File: src/rtl/fifo_wrapper.sv
// Single-clock circular buffer between the producers and the display consumer.
// One word is written per data_1_en cycle and one is popped per rd_tick pulse.
module fifo_wrapper #(
    parameter int DEPTH  = 8,
    parameter int PTR_W  = 3,
    parameter int DATA_W = 16
) (
    input  logic              clk,
    input  logic              rst,
    input  logic              flush,
    input  logic              data_1_en,
    input  logic [DATA_W-1:0] data_1,
    input  logic              rd_tick,
    output logic [DATA_W-1:0] data_2,
    output logic              data_2_valid,
    output logic              buffer_full,
    output logic              buffer_empty,
    output logic [PTR_W:0]    count,
    output logic              overflow
);

    localparam logic [PTR_W:0] FULL_COUNT = (PTR_W + 1)'(DEPTH);

    logic [DATA_W-1:0] r_mem [DEPTH];
    logic [PTR_W-1:0]  r_wr_ptr;
    logic [PTR_W-1:0]  r_rd_ptr;
    logic [PTR_W:0]    r_count;
    logic [DATA_W-1:0] r_data_2;
    logic              r_data_2_valid;
    logic              r_overflow;

    logic              w_full;
    logic              w_empty;
    logic              w_wr_accept;
    logic              w_rd_accept;
    logic              w_wr_drop;
    logic [PTR_W:0]    w_count_next;

    // Full/empty come from the pre-edge count, so a pop in the same cycle
    // never frees room for a write that arrives while full.
    assign w_full      = (r_count == FULL_COUNT);
    assign w_empty     = (r_count == '0);
    assign w_wr_accept = data_1_en & ~w_full;
    assign w_rd_accept = rd_tick & ~w_empty;
    assign w_wr_drop   = data_1_en & w_full;

    always_comb begin
        w_count_next = r_count;
        unique case ({w_wr_accept, w_rd_accept})
            2'b10:   w_count_next = r_count + (PTR_W + 1)'(1);
            2'b01:   w_count_next = r_count - (PTR_W + 1)'(1);
            default: w_count_next = r_count;
        endcase
    end

    always_ff @(posedge clk or negedge rst) begin
        if (!rst) begin
            r_wr_ptr       <= '0;
            r_rd_ptr       <= '0;
            r_count        <= '0;
            r_data_2       <= '0;
            r_data_2_valid <= 1'b0;
            r_overflow     <= 1'b0;
        end else if (flush) begin
            r_wr_ptr       <= '0;
            r_rd_ptr       <= '0;
            r_count        <= '0;
            r_data_2_valid <= 1'b0;
            r_overflow     <= 1'b0;
        end else begin
            if (w_wr_accept) begin
                r_wr_ptr <= r_wr_ptr + PTR_W'(1);
            end
            if (w_rd_accept) begin
                r_rd_ptr <= r_rd_ptr + PTR_W'(1);
                r_data_2 <= r_mem[r_rd_ptr];
            end
            r_data_2_valid <= w_rd_accept;
            if (w_wr_drop) begin
                r_overflow <= 1'b1;
            end
            r_count <= w_count_next;
        end
    end

    // Storage is not reset. A stray write into slot 0 during reset is harmless:
    // wr_ptr stays 0, so the first real write overwrites it before any read.
    always_ff @(posedge clk) begin
        if (w_wr_accept && !flush) begin
            r_mem[r_wr_ptr] <= data_1;
        end
    end

    assign data_2       = r_data_2;
    assign data_2_valid = r_data_2_valid;
    assign buffer_full  = w_full;
    assign buffer_empty = w_empty;
    assign count        = r_count;
    assign overflow     = r_overflow;

endmodule

File: config.mk
export PLATFORM = sky130hd
export DESIGN_NAME = fifo_wrapper
export DESIGN_NICKNAME = d
export VERILOG_FILES = /design/src/rtl/fifo_wrapper.sv
export SDC_FILE = /design/constraint.sdc
export NUM_CORES = 1
export LEC_CHECK = 0
export CORE_ASPECT_RATIO = 1.25
export CORE_MARGIN = 8
export CORE_UTILIZATION = 51
export CTS_BUF_LIST = sky130_fd_sc_hd__clkbuf_4
export DETAILED_ROUTE_END_ITERATION = 8
export PLACE_DENSITY = 0.85
export SYNTH_ARGS = -nofsm -noshare
export SYNTH_HDL_FRONTEND = slang
export SYNTH_SLANG_ARGS = --single-unit
File: constraint.sdc
create_clock -name clk -period 2.8 [get_ports clk]
set_input_delay 0.28 -clock clk [delete_from_list [all_inputs] [get_ports clk]]
set_output_delay 0.28 -clock clk [all_outputs]
set_load 0.05 [all_outputs]
==> flow_summary.toml <==
[yosys]
synth_area_per_cell_um2 = 19.1
synth_seq_cells = 156
synth-main-ff-cell = "edfxtp_1"
yosysSeqAreaShare_pct = 74.3
synth-async-reset-ratio_pct = 17.9
ys_warn_count = 0
synth_edf_count = 128
synth_area_um2 = 6120
ys_types = 33
syn_nets = 346
syn_inst = 321

[placed_design]
dp_hpwl_um = 7060
dpl_worst_slack_ps = 404
gp_congestion = 0.777
placed_area_um2 = 6800
portBuffers = 44

[finish]
n_fill_cell = 854
layout.nets = 409
drive_above_1_share_pct = 22.2
seq_area_um2 = 4550
finalInstanceArea_um2 = 7080
multiInputGateArea_um2 = 1480
antenna-diode-count = 0
syn2layout_area_growth_pct = 15.7

[timing]
hold_slack_ps = 131
fin_crit_ps = 2470
final_max_slew_viol_count = 0
clock_skew_ps = 23.8
hold_viol = 0
rsz0062_at_grt = "false"
timing.final.crit_share_pct = 88.3
finalSetupViolCount = 0
tightest_slew_ps = 599
setup_ws_ps = 329
relSlewSlack_pct = 60.1
fmax_mhz = 405

[detailed_routing]
antenna_left = 0
drtIter0Drc = 245
wire_per_inst_um = 19.6
dr.pass1.iters = 4
vias = 3090
m1WireLength_um = 4280
drc_errors = 0
wl_met2_um = 5630
wl_met3_um = 745
top_layer_used = "met4"
routed_wl_um = 10900
routed_via_density = 5.54

[global_route]
grt_max_degree = 35
antenna_found_initial = 0
grt_util_all_layers_pct = 14.9
grt_pass1_wl_um = 17300
overflow = 0
grt_pass1_vias = 3339

[cts]
path_clk_slew_ps = 130
cts_buffers = 17
htreeDepth = 4
clkLatencyLatePin_ps = 540
ctsHoldBuffers = 0
cts_sinks = 156
postCtsSetupBuffers = 0
root_buffer = "clkbuf_4"
cts_tree = "yes"
cts_buffer_depth = 2

[critical_path]
r2r_cells = 9
crit_path_start_kind = "flip-flop"
reg2reg_slack_ps = 660
r2r_end = "count[2]"
crit_type = "reg2out"
cp_max_fo = 7
regToRegStartpoint = "count[1]"
arrival_ps = 2190
required_ps = 2520
crit_path_end_kind = "output pin"

[power]
vdd_drop_max_v = 0.000472
leakagePower_uw = 0.00235
power_density_nw_per_um2 = 880

[floorplanning]
die_h_um = 138
dieWidth_um = 114
rows = 44
initial_utilization_pct = 52.4
io_pins = 45
die_area_um2 = 15800
coreArea_um2 = 11700

[hold_path]
hp-class = "in2async"

[flow_run]
maxCapViolCount = 0

[outcome]
status = "finished, final reports clean"
-- registers in the layout, summed over array words and instances (netlist names) --
name          cells
count             4
data_2           16
data_2_valid      1
overflow          1
r_mem           128
r_rd_ptr          3
r_wr_ptr          3
-- cells in the mapped netlist (3+ instances only) --
master	n	area, um2
a21oi_1	21	105
buf_2	8	40.0
buf_4	5	37.5
dfrtp_1	28	701
edfxtp_1	128	3840
ha_1	4	50.1
inv_1	3	11.3
mux2i_1	20	200
mux4_2	32	721
nand2_1	5	18.8
nand2b_1	3	18.8
nor2_1	34	128
xor2_1	5	43.8
-- cell usage in the layout (no fill, tap or decap), drive strengths merged, types with 6 or more instances in the layout --
master / instances
mux2i: 20
nand2: 6
dfrtp: 28
clkbuf: 20
mux4: 32
a21oi: 21
nor2: 35
buf: 16
clkdlybuf4s50: 42
edfxtp: 128
-- kinds of logic (layout without fill, tap and decap cells) --
group,after synthesis,count (layout),synth area share (%)
adders and majority gates,5,5,0.982
AOI/OAI and AO/OA,27,27,2.43
buffers and inverters,19,95,1.64
and+or+nand+nor,55,55,4.62
xor gates and xnor gates,7,7,1.00
muxes,52,52,15.1
DFF,156,156,74.3
-- stage by stage --
stage               total power [uW]  std cells  utilization [%]  setup TNS, ps
floorplan                       4440        321                -          -1390
global route                    6520        558             60.6              0
finish                          6230        558             60.6              0
CTS                             6300        558             60.6              0
global placement                4970        526             58.3              0
detailed placement              5040        526             58.3              0
-- what timing repair did --
item                                    4_1_cts  5_1_grt
endpoints found under the setup margin        1        1
gates cloned                                  0        0
pin swaps                                     0        0
gates resized for setup                       1        1
-- power by group --
group          leakage, uW  internal, uW  switching, uW
clock network     0.000136           550            725
logic             0.000725           829           1190
registers          0.00149          2730            204
-- metal layers --
metal	global-route usage (%)	up-vias
met2	24.6	102
met4	7.94	0
met1	17.2	1571
met5	0	-
li1	-	1395
met3	4.05	22
-- worst max-delay path, cell delays in order, from the launching register on --
cell and delay [ps]:
dfrtp_1 500, or3_4 460, nor2_4 140, dlygate4sd2_1 550
-- area by class of cell --
| type | count | share of cell area [%] |
|---|---|---|
| inverters | 3 | 0.159 |
| clock inverters | 12 | 1.75 |
| multi-input cells | 146 | 21.0 |
| well taps | 161 | 2.85 |
| repair buffers | 60 | 7.94 |
| flip-flops and latches | 156 | 64.2 |
| clock buffers | 20 | 2.12 |
-- worst max-delay path by stage --
stage	start	endpoint	slack [ps]	cells after the start
2_1_floorplan	count[1]	r_mem[5][0]	-30	5
3_3_place_gp	data_1_en	r_mem[5][2]	480	5
3_5_place_dp	data_1_en	count[2]	400	10
4_1_cts	count[1]	buffer_full	30	4
5_1_grt	count[1]	buffer_empty	240	3
6_report	count[1]	buffer_empty	330	3
Power figures use the tool's default switching activity.
